[src/rtl/can_tx_dlc_packer.sv]
// can_tx_dlc_packer: buffers a CAN/CAN FD payload, derives DLC and streams it padded to the encoded length
module can_tx_dlc_packer #(
  parameter logic [7:0] PAD_BYTE = 8'hCC
) (
  input  logic       clk,
  input  logic       rst,
  input  logic       fd_frame_in,
  input  logic [7:0] byte_in,
  input  logic       byte_valid_in,
  input  logic       byte_last_in,
  output logic       byte_ready_out,
  input  logic       zero_len_in,
  output logic [3:0] dlc_out,
  output logic [6:0] data_len_out,
  output logic       dlc_valid_out,
  output logic       overflow_out,
  output logic [7:0] data_out,
  output logic       data_valid_out,
  input  logic       data_ready_in,
  output logic       data_last_out
);
  typedef enum logic [1:0] {IDLE, FILL, SIZE, DRAIN} state_t;
  state_t     state;
  logic [7:0] mem [64];
  logic [6:0] cnt, idx, max_len, len_dec;
  logic [3:0] dlc_enc;
  logic       fd, ovf;
  assign byte_ready_out = ~rst & (state == IDLE || state == FILL);
  assign max_len        = fd ? 7'd64 : 7'd8;
  assign data_valid_out = state == DRAIN;
  assign data_out       = data_valid_out ? (idx < cnt ? mem[idx[5:0]] : PAD_BYTE) : 8'h00;
  assign data_last_out  = data_valid_out & (idx == data_len_out - 7'd1);
  // round the byte count up to the next legal FD length and decode it back
  always_comb begin
    dlc_enc = cnt <= 7'd8  ? cnt[3:0] :
              cnt <= 7'd12 ? 4'd9  :
              cnt <= 7'd16 ? 4'd10 :
              cnt <= 7'd20 ? 4'd11 :
              cnt <= 7'd24 ? 4'd12 :
              cnt <= 7'd32 ? 4'd13 :
              cnt <= 7'd48 ? 4'd14 : 4'd15;
    len_dec = dlc_enc <= 4'd8  ? {3'd0, dlc_enc} :
              dlc_enc == 4'd9  ? 7'd12 :
              dlc_enc == 4'd10 ? 7'd16 :
              dlc_enc == 4'd11 ? 7'd20 :
              dlc_enc == 4'd12 ? 7'd24 :
              dlc_enc == 4'd13 ? 7'd32 :
              dlc_enc == 4'd14 ? 7'd48 : 7'd64;
  end
  // payload store; bytes beyond the frame maximum are dropped
  always_ff @(posedge clk)
    if (byte_valid_in && byte_ready_out && (state == IDLE || cnt < max_len))
      mem[state == IDLE ? 6'd0 : cnt[5:0]] <= byte_in;
  // frame sequencing: collect, size, then drain with padding
  always_ff @(posedge clk) begin
    if (rst) begin
      state         <= IDLE;
      cnt           <= '0;
      idx           <= '0;
      fd            <= 1'b0;
      ovf           <= 1'b0;
      dlc_out       <= '0;
      data_len_out  <= '0;
      overflow_out  <= 1'b0;
      dlc_valid_out <= 1'b0;
    end else begin
      dlc_valid_out <= state == SIZE;
      case (state)
        IDLE:
          if (byte_valid_in) begin
            cnt   <= 7'd1;
            fd    <= fd_frame_in;
            ovf   <= 1'b0;
            state <= byte_last_in ? SIZE : FILL;
          end else if (zero_len_in) begin
            cnt   <= '0;
            fd    <= fd_frame_in;
            ovf   <= 1'b0;
            state <= SIZE;
          end
        FILL:
          if (byte_valid_in) begin
            if (cnt < max_len) cnt <= cnt + 7'd1;
            else ovf <= 1'b1;
            if (byte_last_in) state <= SIZE;
          end
        SIZE: begin
          dlc_out      <= dlc_enc;
          data_len_out <= len_dec;
          overflow_out <= ovf;
          idx          <= '0;
          state        <= len_dec != 7'd0 ? DRAIN : IDLE;
        end
        DRAIN:
          if (data_ready_in) begin
            idx <= idx + 7'd1;
            if (data_last_out) state <= IDLE;
          end
      endcase
    end
  end
endmodule

[config.mk]
export PLATFORM = sky130hd
export DESIGN_NAME = can_tx_dlc_packer
export DESIGN_NICKNAME = d
export VERILOG_FILES = /design/src/rtl/can_tx_dlc_packer.sv
export SDC_FILE = /design/constraint.sdc
export NUM_CORES = 1
export LEC_CHECK = 0
export BUFFER_PORTS_ARGS = -buffer_cell sky130_fd_sc_hd__buf_4
export CAP_MARGIN = 20
export CORE_MARGIN = 5
export CORE_UTILIZATION = 55
export DETAILED_ROUTE_END_ITERATION = 12
export PLACE_DENSITY = 0.69
export SYNTH_ARGS = -nofsm -noshare
export SYNTH_HDL_FRONTEND = slang
export SYNTH_SLANG_ARGS = --single-unit
[constraint.sdc]
create_clock -name clk -period 3.35 [get_ports clk]
set_input_delay 0.5025 -clock clk [delete_from_list [all_inputs] [get_ports clk]]
set_output_delay 0.5025 -clock clk [all_outputs]
set_load 0.005 [all_outputs]
# == Yosys cells after proc, flatten, opt, wreduce, memory -nomap -nowiden ==
# Memory sizes are Yosys's and may differ from the RTL's. A register that Yosys moved wholly into a read port is not among the register bits.
# Index checks and enable logic that the tools add are counted.
# totals
ff_bits,31
mem_bits_rw,512
input_bits,15
out_inout_bits,24
n_memories,1
# memory_table
name,words,word_bits,read_ports,rd_clocked_by_memory_dff,write_ports,line,source
mem,64,8,1,1,1,24,logic [7:0] mem [64];
# op_classes
add_sub_neg,3
n_lt_le_gt_ge,10
n_eq_ne,17
mux,45
bitwise_logic,3
n_reduce_logical,14
# ops
operator,n
7-bit 2-to-1 mux,13
7-bit case mux with 2 select lines,2
4-bit equality test (second input constant),6
7-bit by 5-bit less-or-equal comparator with 1-bit output (second input constant),3
2-bit 2-to-1 mux,10
6-bit 2-to-1 mux,3
8-bit 2-to-1 mux,2
7-bit by 1-bit adder with 7-bit output (second input constant),2
7-bit by 4-bit less-or-equal comparator with 1-bit output (second input constant),2
7-bit by 6-bit less-or-equal comparator with 1-bit output (second input constant),2
7-bit < comparator,2
1-bit 2-to-1 mux,9
3-bit 2-to-1 mux,3
2-bit case mux with 4 select lines,1
4-bit AND reduction,2
7-bit equality test,1
7-bit nonzero test,1
7-bit by 1-bit subtractor with 7-bit output (second input constant),1
2-bit by 1-bit != test with 1-bit output (second input constant),3
2-bit != test (second input constant),3
2-bit nonzero test,3
5-bit AND reduction,1
2-bit equality test (second input constant),2
4-bit less-or-equal comparator (second input constant),1
10 further kinds,14

# == Logic depth before layout (Yosys ltp) ==
# logic_depth
ltp_word,19
mapped_depth,10
mapped_depth_nobuf,8

# == Worst setup path after synthesis ==
# No wires, ideal clock.
# synth_path
kind,register -> output
start,register (tool-made name)
end,output port data_out[1]
arrival_ns,1.972
path_slack_ns,0.875
stages_incl_launch_ff,8
n_path_buf,3
cell_sequence,dfxtp_1 -> buf_6 -> buf_6 -> buf_4 -> mux4_2 -> mux4_2 -> mux2i_1 -> o22ai_1
# synth_lines
element,line,source
end: declaration,17,"output logic [7:0] data_out,"

==> metrics.md <==
| Metric | Value |
|---|---|
| Status | `complete, but fails checks` |
| Failing checks | `negative setup slack` |
| Final Skew | `21.85 ps` |
| Core box area | `39640 um2` |
| Residual antenna-violating net count after detailed routing | `0` |
| Vias per cell | `6.144` |
| Largest cells by area after synthesis | `edfxtp_1, mux4_2, dfxtp_1` |
| CTS tree | `yes` |
| Max Fclk | `0.2909 GHz` |
| Starting Density | `0.5537` |
| Complex-gate fraction of the synthesized area | `0.02668` |
| CTS Sinks | `549` |
| EDFF count, synth | `~500` |
| Synth area leader | `edfxtp_1` |
| Peak supply drop | `0.4166 mV` |
| IO Pins | `39` |
| Area delta synth->final | `17.41%` |
| Post-Synth Adder-Cell Area | `0.006271` |
| Synth Net Count | `1172` |
| Num CTS Buffers | `53` |
| Number of global-route vias before repair | `11840` |
| Clk buf depth | `3` |
| Final net count | `1346` |
| Ys async rst share | `0` |
| CP Launch Type | `register` |
| Buffers on Ports | `38` |
| Hold WC Path Type | `input port to register` |
| Setup violations, final | `6` |
| Pre-antenna DRT Iters | `5` |
| Share of cells above drive strength 1 | `0.3118` |
| Max cap viols | `0` |
| WS Path Type | `register to primary output` |
| Fin crit period | `3438 ps` |
| Synth warnings | `0` |
| Grt total ovfl | `0` |
| Cells after Synth | `between 1000 and 1500` |
| Antenna diodes | `0` |
| Die W | `209.8 um` |
| Distinct cells, synth | `53` |
| CP Capture Type | `primary output` |
| Total negative slack | `-316.2 ps` |
| Largest family of logic cells by synthesized area | `multiplexers` |
| Combinational cell fraction of total power | `0.060` |
| Slew headroom | `0.5037` |
| Worst EP required | `about 2900 ps` |
| Post-synthesis mux area share | `0.1646` |
| Seq pwr share | `0.530` |
| Worst setup margin | `-87.88 ps` |
| DRC viols | `0` |
| All-Layer GR Usage | `0.2367` |
| Chip height | `209.8 um` |
| #FFs+latches synth | `roughly 550` |
| RSZ-0062 raised after global routing | `yes` |
| Post-Synth Simple-Gate Area | `0.04435` |
| Dpl cells | `1768` |
| Power Internal | `11.33 mW` |
| First-pass GRT wire length | `between 70000 and 80000 um` |
| Post-Synth XOR/XNOR Area | `0.008380` |
| Initial antenna violation count | `2` |
| Number of H-tree levels | `2` |
| Leakage Power | `8.187 nW` |
| P_sw | `2.941 mW` |
| Crit share post-route | `1.026` |
| Root Driver | `clkbuf_16` |
| Power share of the clock group | `0.411` |
| Vias | `11580` |
| Worst hold slack | `roughly 180 ps` |
| Worst slack at placement | `246.7 ps` |
| Register area share after synthesis | `0.7342` |
| Crit-path max FO | `7` |
| DP HPWL | `32330 um` |
| Clock-pin slew on the worst setup and hold paths | `~60 ps` |
| Util after Layout | `0.6501` |
| WL/cell | `27.38 um` |
| Synth top area share | `0.7005` |
| Die area | `44000 um2` |
| Clock latency on the worst-skew pair | `590 ps` |
| Top post-synthesis cells by count | `edfxtp_1, mux4_2, nor2_1, nand2_1, mux2i_1` |
| Post-route insts no fill | `1885` |
| Switching share of total power | `0.2062` |
| Cell with the most instances after synthesis | `edfxtp_1` |
| Num rows | `73` |
| Cell Area, Synth | `between 20000 and 25000 um2` |
| Total wire length | `slightly above 50000 um` |
| Initial drt markers | `1340` |
| Final hold vios | `0` |
| Largest net degree at the start of global routing | `65` |
| GP Congestion | `roughly 0.82` |
| Slew Viols, Final | `0` |
| Worst-Margin Slew | `744.4 ps` |
| Dominant synthesized flop cell | `edfxtp_1` |
| Power per cell area | `between 500 and 600 nW/um2` |
| Syn avg cell area | `19.15 um2` |
| Arr. time, crit path | `2940 ps` |
-- what timing repair did --
| action | CTS | global route |
|---|---|---|
| pin swaps | 9 | 6 |
| resized for setup | 32 | 22 |
| hold buffers | 0 | 0 |
| cloned | 3 | 1 |
| setup buffers | 15 | 7 |
| setup endpoints to repair | 8 | 8 |
-- cells by family (layout without fill, tap and decap cells) --
family,after synthesis,count (layout)
XOR/XNOR,21,21
buffers and inverters,67,281
flip-flops,549,549
adder cells (fa/ha/maj),11,11
AND/OR/NAND/NOR,224,224
AO/OA/AOI/OAI,86,86
multiplexers,188,188
-- power by group through the flow --
stage	Sequential, mW	Clock [mW]	Combinational [mW]
after global placement	7.71	0	0.728
after CTS	7.55	5.95	0.849
after floorplan	7.68	0	0.459
after detailed placement	7.71	0	0.744
after global routing	7.56	6.24	0.915
final	7.56	5.86	0.852
-- cells in the final DEF (no fill, tap or decap), types with 8 or more instances in the layout --
cell	Yosys	final
edfxtp_1	512	512
buf_4	12	147
mux4_2	138	138
nor2_1	112	112
clkbuf_16	0	56
nand2_1	49	47
mux2i_1	46	37
dfxtp_1	37	31
a21oi_1	21	19
clkbuf_1	18	14
nand3_1	13	13
xnor2_1	13	13
buf_12	0	13
inv_1	12	12
o21ai_0	14	12
nor3_1	11	11
ha_1	11	11
clkinv_1	1	10
a22oi_1	8	8
xor2_1	8	8
-- final timing paths --
| check | from | end | slack (ps) | cells past startpoint |
|---|---|---|---|---|
| min | fd_frame_in | fd$_SDFFE_PP0P_ | 180 | 3 |
| min reg2reg | dlc_out[0]$_SDFFE_PP0P_ | dlc_out[0]$_SDFFE_PP0P_ | 460 | 2 |
| max reg2reg | cnt[3]$_SDFFE_PP0P_ | mem[51][4]$_DFFE_PP_ | 470 | 7 |
| max | register | data_out[0] | -90 | 7 |
-- through the flow --
step	area [um2]	total power [mW]
after floorplan	21950	8.142
after global placement	23560	8.434
after detailed placement	23560	8.454
after CTS	25670	14.35
after global routing	25770	14.71
final	25770	14.27
-- layout make-up --
class | instances | area (um2)
Multi-Input combinational cell | 530 | 5660
Clock inverter | 24 | 245.2
Clock buffer | 71 | 1456
Timing Repair Buffer | 172 | 1565
Inverter | 14 | 52.55
Fill cell | 2708 | 13870
Sequential cell | 549 | 16130
Tap cell | 525 | 656.9
-- critical path, cell delays in order, from the launching register on --
cell and delay (ps):
dfxtp_4 390, buf_4 220, buf_12 170, mux4_2 540, mux4_2 510, mux2i_4 200
o22ai_1 150, buf_4 160
-- per-layer routing --
layer / global-route usage / wire, um / up-vias
met5: 0 / 0 / -
met4: 0.06076 / 1042 / 0
met3: 0.04514 / 4296 / 62
met2: 0.3805 / 25360 / 533
met1: 0.3417 / 20920 / 5986
li1: - / - / 5001
-- sequential cells by signal, summed over array words and instances (netlist names), named ones only --
register       cells
mem              512
dlc_out            4
cnt                7
state              2
data_len_out       7
fd                 1
overflow_out       1
ovf                1
dlc_valid_out      1
idx                7
Power figures use the tool's default switching activity.
